$ cat src/rtl/uart_tx_if.sv
// Host-side byte stream for uart_tx: char/tx_valid offered by the host,
// tx_ready returned by the transmitter; a transfer is tx_valid & tx_ready.
interface uart_tx_if;
  logic [7:0] char;
  logic       tx_valid;
  logic       tx_ready;

  modport master (
    output char,
    output tx_valid,
    input  tx_ready
  );

  modport slave (
    input  char,
    input  tx_valid,
    output tx_ready
  );
endinterface

$ cat src/rtl/uart_tx.sv
// 8N1 UART transmitter (start, 8 data bits LSB-first, STOP_BITS stop bits).
// Define UART_TX_FIFO_EN to replace the one-byte holding register by a FIFO_DEPTH-entry FIFO.
module uart_tx #(
  parameter int CLKS_PER_BIT = 32,
  parameter int STOP_BITS    = 1,
  parameter int FIFO_DEPTH   = 4
) (
  input  logic     clk,
  input  logic     rst,
  input  logic     tx_en,
  uart_tx_if.slave host,
  output logic     tx,
  output logic     busy,
  output logic     done
);

  localparam int CW = $clog2(CLKS_PER_BIT);
  localparam logic [CW-1:0] CNT_LAST  = CW'(CLKS_PER_BIT - 1);
  localparam logic          STOP_LAST = 1'(STOP_BITS - 1);

  if (CLKS_PER_BIT < 2 || STOP_BITS < 1 || STOP_BITS > 2 ||
      FIFO_DEPTH < 2 || (FIFO_DEPTH & (FIFO_DEPTH - 1)) != 0) begin : g_bad_cfg
    $error("uart_tx: unsupported parameter combination");
  end

  typedef enum logic [1:0] {
    IDLE,
    START,
    DATA,
    STOP
  } state_t;

  state_t       state;
  state_t       state_next;
  logic [CW-1:0] cnt;
  logic [CW-1:0] cnt_next;
  logic [2:0]   bit_idx;
  logic [2:0]   bit_next;
  logic         stop_idx;
  logic         stop_next;
  logic [7:0]   shift;
  logic [7:0]   shift_next;
  logic         tx_next;
  logic         cnt_last;
  logic         load;
  logic         push;
  logic         have_byte;
  logic [7:0]   head;

  assign push = host.tx_valid & host.tx_ready;

`ifdef UART_TX_FIFO_EN
  localparam int PW = $clog2(FIFO_DEPTH);
  localparam logic [PW:0] FULL_COUNT = (PW + 1)'(FIFO_DEPTH);

  logic [7:0]    mem [FIFO_DEPTH];
  logic [PW-1:0] wr_ptr;
  logic [PW-1:0] rd_ptr;
  logic [PW:0]   count;

  assign have_byte     = (count != '0);
  assign head          = mem[rd_ptr];
  assign host.tx_ready = ~rst & (count != FULL_COUNT);

  always_ff @(posedge clk) begin
    if (push) begin
      mem[wr_ptr] <= host.char;
    end
  end

  // A pop only ever takes a byte that was already stored before this edge,
  // so push-while-empty and pop never act on the same entry.
  always_ff @(posedge clk) begin
    if (rst) begin
      wr_ptr <= '0;
      rd_ptr <= '0;
      count  <= '0;
    end else begin
      if (push) begin
        wr_ptr <= wr_ptr + 1'b1;
      end
      if (load) begin
        rd_ptr <= rd_ptr + 1'b1;
      end
      case ({push, load})
        2'b10:   count <= count + 1'b1;
        2'b01:   count <= count - 1'b1;
        default: count <= count;
      endcase
    end
  end
`else
  logic       hold_valid;
  logic [7:0] hold_data;

  assign have_byte     = hold_valid;
  assign head          = hold_data;
  assign host.tx_ready = ~rst & ~hold_valid;

  // Ready is low while the holding register is full, so push and load never coincide.
  always_ff @(posedge clk) begin
    if (rst) begin
      hold_valid <= 1'b0;
      hold_data  <= '0;
    end else if (push) begin
      hold_valid <= 1'b1;
      hold_data  <= host.char;
    end else if (load) begin
      hold_valid <= 1'b0;
    end
  end
`endif

  always_ff @(posedge clk) begin
    if (rst) begin
      state <= IDLE;
    end else begin
      state <= state_next;
    end
  end

  always_comb begin
    state_next = state;
    cnt_next   = cnt;
    bit_next   = bit_idx;
    stop_next  = stop_idx;
    shift_next = shift;
    load       = 1'b0;
    busy       = 1'b0;
    done       = 1'b0;
    tx_next    = 1'b1;
    cnt_last   = (cnt == CNT_LAST);

    case (state)
      IDLE: begin
        if (tx_en && have_byte) begin
          state_next = START;
          load       = 1'b1;
          shift_next = head;
          cnt_next   = '0;
        end
      end
      START: begin
        if (cnt_last) begin
          state_next = DATA;
          cnt_next   = '0;
          bit_next   = '0;
        end else begin
          cnt_next = cnt + 1'b1;
        end
      end
      DATA: begin
        if (cnt_last) begin
          cnt_next = '0;
          if (bit_idx == 3'd7) begin
            state_next = STOP;
            stop_next  = 1'b0;
          end else begin
            bit_next   = bit_idx + 3'd1;
            shift_next = shift >> 1;
          end
        end else begin
          cnt_next = cnt + 1'b1;
        end
      end
      STOP: begin
        if (cnt_last) begin
          cnt_next = '0;
          if (stop_idx == STOP_LAST) begin
            // Chain straight into the next start bit when a byte is waiting.
            if (tx_en && have_byte) begin
              state_next = START;
              load       = 1'b1;
              shift_next = head;
            end else begin
              state_next = IDLE;
            end
          end else begin
            stop_next = stop_idx + 1'b1;
          end
        end else begin
          cnt_next = cnt + 1'b1;
        end
      end
      default: begin
        state_next = IDLE;
      end
    endcase

    case (state_next)
      START:   tx_next = 1'b0;
      DATA:    tx_next = shift_next[0];
      default: tx_next = 1'b1;
    endcase

    busy = ~rst & (state != IDLE);
    done = ~rst & (state == STOP) & cnt_last & (stop_idx == STOP_LAST);
  end

  // tx is driven from the next-state view so the line changes on the same edge as the FSM.
  always_ff @(posedge clk) begin
    if (rst) begin
      cnt      <= '0;
      bit_idx  <= '0;
      stop_idx <= 1'b0;
      shift    <= '0;
      tx       <= 1'b1;
    end else begin
      cnt      <= cnt_next;
      bit_idx  <= bit_next;
      stop_idx <= stop_next;
      shift    <= shift_next;
      tx       <= tx_next;
    end
  end

endmodule
$ cat src/flat_wrapper.sv
// flat-port wrapper written by rule: the top's interface ports become plain ports
module uart_tx_flat 
#(
  parameter int CLKS_PER_BIT = 32,
  parameter int STOP_BITS    = 1,
  parameter int FIFO_DEPTH   = 4
)
  (clk, rst, tx_en, tx, busy, done, host_char, host_tx_valid, host_tx_ready);
  uart_tx_if host_i ();
  input  logic clk;
  input  logic rst;
  input  logic tx_en;
  output logic tx;
  output logic busy;
  output logic done;
  input wire logic [$bits(host_i.char)-1:0] host_char;
  input wire logic [$bits(host_i.tx_valid)-1:0] host_tx_valid;
  output wire logic [$bits(host_i.tx_ready)-1:0] host_tx_ready;
  assign host_i.char = host_char;
  assign host_i.tx_valid = host_tx_valid;
  assign host_tx_ready = host_i.tx_ready;
  uart_tx #(.CLKS_PER_BIT(CLKS_PER_BIT), .STOP_BITS(STOP_BITS), .FIFO_DEPTH(FIFO_DEPTH)) u_core (.clk(clk), .rst(rst), .tx_en(tx_en), .host(host_i), .tx(tx), .busy(busy), .done(done));
endmodule
$ cat config.mk
export PLATFORM = sky130hd
export DESIGN_NAME = uart_tx_flat
export DESIGN_NICKNAME = d
export VERILOG_FILES = /design/src/rtl/uart_tx_if.sv /design/src/rtl/uart_tx.sv /design/src/flat_wrapper.sv
export SDC_FILE = /design/constraint.sdc
export NUM_CORES = 1
export LEC_CHECK = 0
export ABC_CLOCK_PERIOD_IN_PS = 2500
export BUFFER_PORTS_ARGS = -buffer_cell sky130_fd_sc_hd__buf_2
export CAP_MARGIN = 5
export CORE_MARGIN = 2
export CORE_UTILIZATION = 35
export CTS_CLUSTER_DIAMETER = 200
export DETAILED_ROUTE_END_ITERATION = 8
export PLACE_DENSITY = 0.63
export REMOVE_ABC_BUFFERS = 1
export SYNTH_ARGS = -nofsm -noshare
export SYNTH_HDL_FRONTEND = slang
export SYNTH_SLANG_ARGS = --single-unit
$ cat constraint.sdc
create_clock -name clk -period 2.5 [get_ports clk]
set_input_delay 0.125 -clock clk [delete_from_list [all_inputs] [get_ports clk]]
set_output_delay 0.125 -clock clk [all_outputs]
set_load 0.05 [all_outputs]
-- Yosys cells after proc, flatten, opt, wreduce, memory -nomap -nowiden
Index checks and enable logic that the tools add are counted.
- output and inout port bits: 4
- input port bits: 12
- bits in registers: 29
- equality and inequality tests: 14
- multiplexer cells: 33
- reductions and logical operators: 11
- $add $sub $neg: 3
- bitwise gates (word level): 9
- operators with widths (operator ; count):
    8-bit two-way mux ; 5
    8-bit one-hot mux with 3 select lines ; 1
    2-bit two-way mux ; 6
    1-bit two-way mux ; 10
    5-bit two-way mux ; 2
    2-bit by 1-bit inequality test with 1-bit output, second input constant ; 5
    5-bit one-hot mux with 2 select lines ; 1
    3-bit two-way mux ; 3
    2-bit one-hot mux with 4 select lines ; 1
    4-bit AND reduction ; 2
    2-bit nonzero test ; 4
    1-bit AND ; 6
    2-bit equality test, second input constant ; 3
    1-bit one-hot mux with 2 select lines ; 3
    3-bit one-hot mux with 2 select lines ; 1
    5-bit by 1-bit adder with 5-bit output, second input constant ; 1
    5-bit equality test, second input constant ; 1
    5-bit AND reduction ; 1
    2-bit by 1-bit equality test with 1-bit output, second input constant ; 2
    2-bit inequality test, second input constant ; 2
    3-bit by 1-bit adder with 3-bit output, second input constant ; 1
    3-bit equality test, second input constant ; 1
    1-bit NOT ; 3
    3-bit nonzero test ; 1
    other kinds (4) ; 4

-- Logic depth before layout (Yosys ltp)
- word-level depth: 7
- depth in mapped cells: 9

-- Least setup slack after synthesis
OpenSTA, ideal clock, no wires.
- kind: reg2reg
- from: register u_core.cnt[0]
- to: register u_core.tx
- stages on the path, launching flop included: 9
- slack: 0.297 ns
- buffers on the path: 0
- setup time: 0.120 ns
- arrival: 2.084 ns
- required time: 2.380 ns
- cells stage by stage: dfxtp_1 -> ha_1 -> and3_1 -> ha_1 -> a21oi_2 -> nor2_1 -> nor3_1 -> ha_1 -> a211o_1
- longest elaborated chain between the ends: 5
- ends and longest elaborated chain (item ; RTL line ; RTL):
    from (decl) ; uart_tx.sv:35 ; logic [CW-1:0] cnt;
    from (signal assigned) ; uart_tx.sv:209 ; cnt <= cnt_next;
    5-bit equality test (*) ; uart_tx.sv:132 ; cnt_last = (cnt == CNT_LAST);
    2-bit two-way mux, on equally long branches ; uart_tx.sv:167, uart_tx.sv:144, uart_tx.sv:153 ;
    2-bit one-hot mux with 4 select lines ; uart_tx.sv:134 ; case (state)
    2-bit equality test or 2-bit by 1-bit equality test with 1-bit output (tied branches) ; uart_tx.sv:190 ; case (state_next)
    1-bit one-hot mux with 2 select lines (*) ; uart_tx.sv:190 ;
    to (signal assigned) ; uart_tx.sv:213 ; tx <= tx_next;
    to (decl) ; uart_tx.sv:12 ; output logic tx,
Mark *: on every way between the ends. The rest lies on a longest branch, timed or not. The select of a mux whose other input is x is not followed.
A chain may end at the register's enable or synchronous reset.

-- Worst setup path after layout
- from: register u_core.cnt[0]
- to: register u_core.tx
- longest elaborated chain between the ends: 5
- ends and longest elaborated chain (item ; RTL line ; RTL):
    5-bit equality test (*) ; uart_tx.sv:132 ;
    2-bit two-way mux, on equally long branches ; uart_tx.sv:167, uart_tx.sv:144, uart_tx.sv:153 ;
    2-bit one-hot mux with 4 select lines (*) ; uart_tx.sv:134 ;
    net u_core.state_next[1] ; uart_tx.sv:34 ; state_t state_next;
    2-bit equality test or 2-bit by 1-bit equality test with 1-bit output (tied branches) ; uart_tx.sv:190 ;
    1-bit one-hot mux with 2 select lines (*) ; uart_tx.sv:190 ;
Mark *: on every way through the listed nets, which the timed path passes. The rest lies on a longest branch. The select of a mux whose other input is x is not followed.

==> impl_metrics.py <==
metrics = {
    "hold_path": {
        "worstHoldPathType": "in -> reg",
        "hold_depth": 3,
        "hold_path_startpoint": "host_char[4]",
        "min_to": "u_core.head[4]",
    },
    "sta": {
        "max_freq_mhz": 425.9,
        "slew_headroom_pct": 65.77,
        "rsz0062_at_grt": "false",
        "fin_tns_setup_ps": 0,
        "slew_viol_final": 0,
        "worst_pin_slew_ps": 513.5,
        "setup_violations": 0,
        "hold_violations": 0,
        "period_needed_ps": 2348,
        "period_share_pct": 93.92,
        "finClkSkew_ps": 2.534,
    },
    "setup_path": {
        "r2r_cells": 9,
        "cp_max_fo": 8,
        "rrSetupSlack_ps": 150,
        "cp-end-kind": "register",
        "cp.required_ps": 2680,
        "cp-start-kind": "register",
        "r2r_start": "u_core.cnt[0]",
        "worstSetupPathType": "reg -> reg",
        "worstPathArrival_ps": 2530,
        "rr_endpoint": "u_core.tx",
    },
    "floorplan": {
        "start_util_pct": 36.85,
        "io_pins": 16,
        "die_h_um": 69.36,
        "die_area_sq_um": 4811,
        "coreArea_sq_um": 4058,
        "row_count": 23,
        "die_w_um": 69.36,
    },
    "final_layout": {
        "mostFrequentLayoutCell": "dfxtp_1",
        "fin_nets": 202,
        "diodes": 0,
        "fillerInstances": 415,
        "syn_to_final_growth_pct": 13.72,
        "seq_area_sq_um": 560.5,
        "layout_common_cells": "dfxtp_1 (28), nor2_1 (19), mux2i_1 (18)",
        "drive_gt1_share_pct": 15.73,
        "multi_input_area_sq_um": 885.9,
    },
    "global_route": {
        "grt.busiest_layer": "met2",
        "grt_use_met1_pct": 17.71,
        "grt_overflow": 0,
        "grt_pass1_wl_um": 5209,
        "grt_max_degree": 28,
        "antenna_found_initial": 0,
        "grt_use_met2_pct": 20.09,
        "groute.usage.overall_pct": 13.01,
        "grt_util_met3_pct": 1.890,
        "grt_pass1_vias": 1183,
    },
    "yosys": {
        "synth_top_family_by_area": "simple AND/OR/NAND/NOR gates",
        "yosys.area.top_type": "dfxtp_1",
        "synth-seq-cells": 28,
        "synth.mux.area_fraction_pct": 12.80,
        "synthDominantCellAreaShare_pct": 37.49,
        "yosys.cell_types.count": 35,
        "yosys_warnings": 0,
        "synthXorXnorAreaFrac_pct": 0,
        "synth_adder_area_share_pct": 9.205,
        "syn-cell-area_sq_um": 1495,
        "yosysSeqAreaShare_pct": 37.49,
        "avgSynthCellArea_sq_um": 9.117,
        "synth_compound_area_share_pct": 16.65,
        "synth_simple_gate_area_share_pct": 20.42,
        "syn_inst": 164,
        "synthTopCellsByArea": "dfxtp_1 (37%), mux2i_1 (12%), ha_1 (9.2%), nor2_1 (4.8%), a22o_1 (3.5%)",
    },
    "clocking": {
        "cts_tree": "built",
        "clk_path_buf_depth": 2,
        "clk_pin_slew_ps": 100,
        "insertion_delay_ps": 280,
        "numCtsBuffers": 3,
        "ctsRootBufferMaster": "clkbuf_8",
        "cts_sinks": 28,
        "htree_levels": 1,
    },
    "routing": {
        "drtIter0Drc": 37,
        "vias": 1220,
        "drc": 0,
        "ant_nets": 0,
        "routedWlPerCell_um": 12.94,
        "dr.pass1.iters": 4,
        "drt-total-wl_um": 2951,
        "vias_per_cell": 5.351,
    },
    "placed_design": {
        "gp_congestion": 0.8511,
        "hpwl_um": 2050,
        "io_buffers": 15,
    },
    "run": {
        "cap_violations": 0,
    },
    "pwr": {
        "p_leak_nw": 0.7394,
        "total_power_mw": 0.9507,
        "ir_drop_mv": 0.2407,
        "p_per_area_nw_per_um2": 559.1,
    },
    "outcome": {
        "status": "finished, final reports clean",
    },
}
## routing by layer
metal | part of all wire [%] | vias up
met5 | 0 | -
met4 | 2.3 | 0
met3 | 3.5 | 7
met2 | 45 | 25
met1 | 50 | 574
li1 | - | 614
## what timing repair did
item | CTS | global route
resized for setup | 0 | 1
hold buffers | 0 | 0
buffers inserted | 0 | 0
setup endpoints to repair | 0 | 1
## per-stage QoR
step | util [%] | hold slack [ps] | cells | instance area (sq um) | setup slack (ps)
after CTS | 41.84 | 67.14 | 228 | 1698 | 157.2
final | 41.91 | 72.93 | 228 | 1700 | 152.0
after detailed placement | 40.09 | 367.6 | 224 | 1627 | 174.1
after global placement | 40.09 | 359.0 | 224 | 1627 | 237.6
after floorplan | - | 194.1 | 155 | 1459 | 287.4
after global routing | 41.91 | 78.34 | 228 | 1700 | 11.74
## synthesized netlist by cell type (all sizes together)
cell / n
a21oi: 10
nand4: 1
a311oi: 2
nor3b: 1
nand2b: 3
a211oi: 1
and2: 3
o31a: 2
nand2: 9
a221o: 1
a211o: 2
o21ai: 9
dfxtp: 28
buf: 4
a31o: 1
nor2: 19
mux2i: 18
a2bb2oi: 1
a22o: 6
mux2: 1
and3b: 1
nor3: 6
or4b: 1
nor4b: 1
o32a: 1
nor2b: 9
inv: 4
ha: 11
clkbuf: 5
nand3: 2
and3: 1
## where the power goes
| part | switching, mW | leakage [nW] | internal [mW] |
|---|---|---|---|
| clock network | 0.148 | 0.0357 | 0.215 |
| registers | 0.0116 | 0.228 | 0.461 |
| logic | 0.0670 | 0.476 | 0.0482 |
| total | 0.227 | 0.739 | 0.724 |
## registers in the layout (all words and copies together), names as in the netlist
name / flops
u_core.tx: 1
u_core.have_byte: 1
u_core.head: 8
u_core.cnt: 5
u_core.state: 2
u_core.shift: 8
u_core.bit_idx: 3
## worst max-delay path, cell delays in order, from the launching register on
cell	delay, ps
dfxtp_1	410
ha_1	210
and3_1	200
ha_1	310
nor2b_1	100
o32a_1	300
nor2_1	120
a21oi_1	70
ha_1	280
a211o_1	260
## kinds of logic (layout without fill, tap and decap cells)
family / count (synthesis) / after routing
buf+inv: 13 / 27
compound gates: 36 / 36
fa+ha+maj: 11 / 11
flops: 28 / 28
mux: 19 / 19
simple gates: 57 / 57
## cell type report
class	count	area share (%)
clock inverter	1	1.766
sequential	28	32.97
multi-input combinational	123	52.10
clock buffer	3	2.428
inverter	4	0.8830
timing repair buffer	19	6.181
tap	50	3.679
## how the worst max path moves through the flow
stage	start	endpoint	slack [ps]	cells past startpoint
CTS	u_core.cnt[0]	u_core.tx	160	7
finish	u_core.cnt[0]	u_core.tx	150	9
detailed placement	u_core.cnt[0]	u_core.tx	170	7
floorplan	u_core.cnt[0]	u_core.tx	290	8
global route	u_core.cnt[0]	u_core.tx	10	9
global placement	u_core.cnt[0]	u_core.tx	240	7
Note: power is estimated with default switching activity, not from simulation.
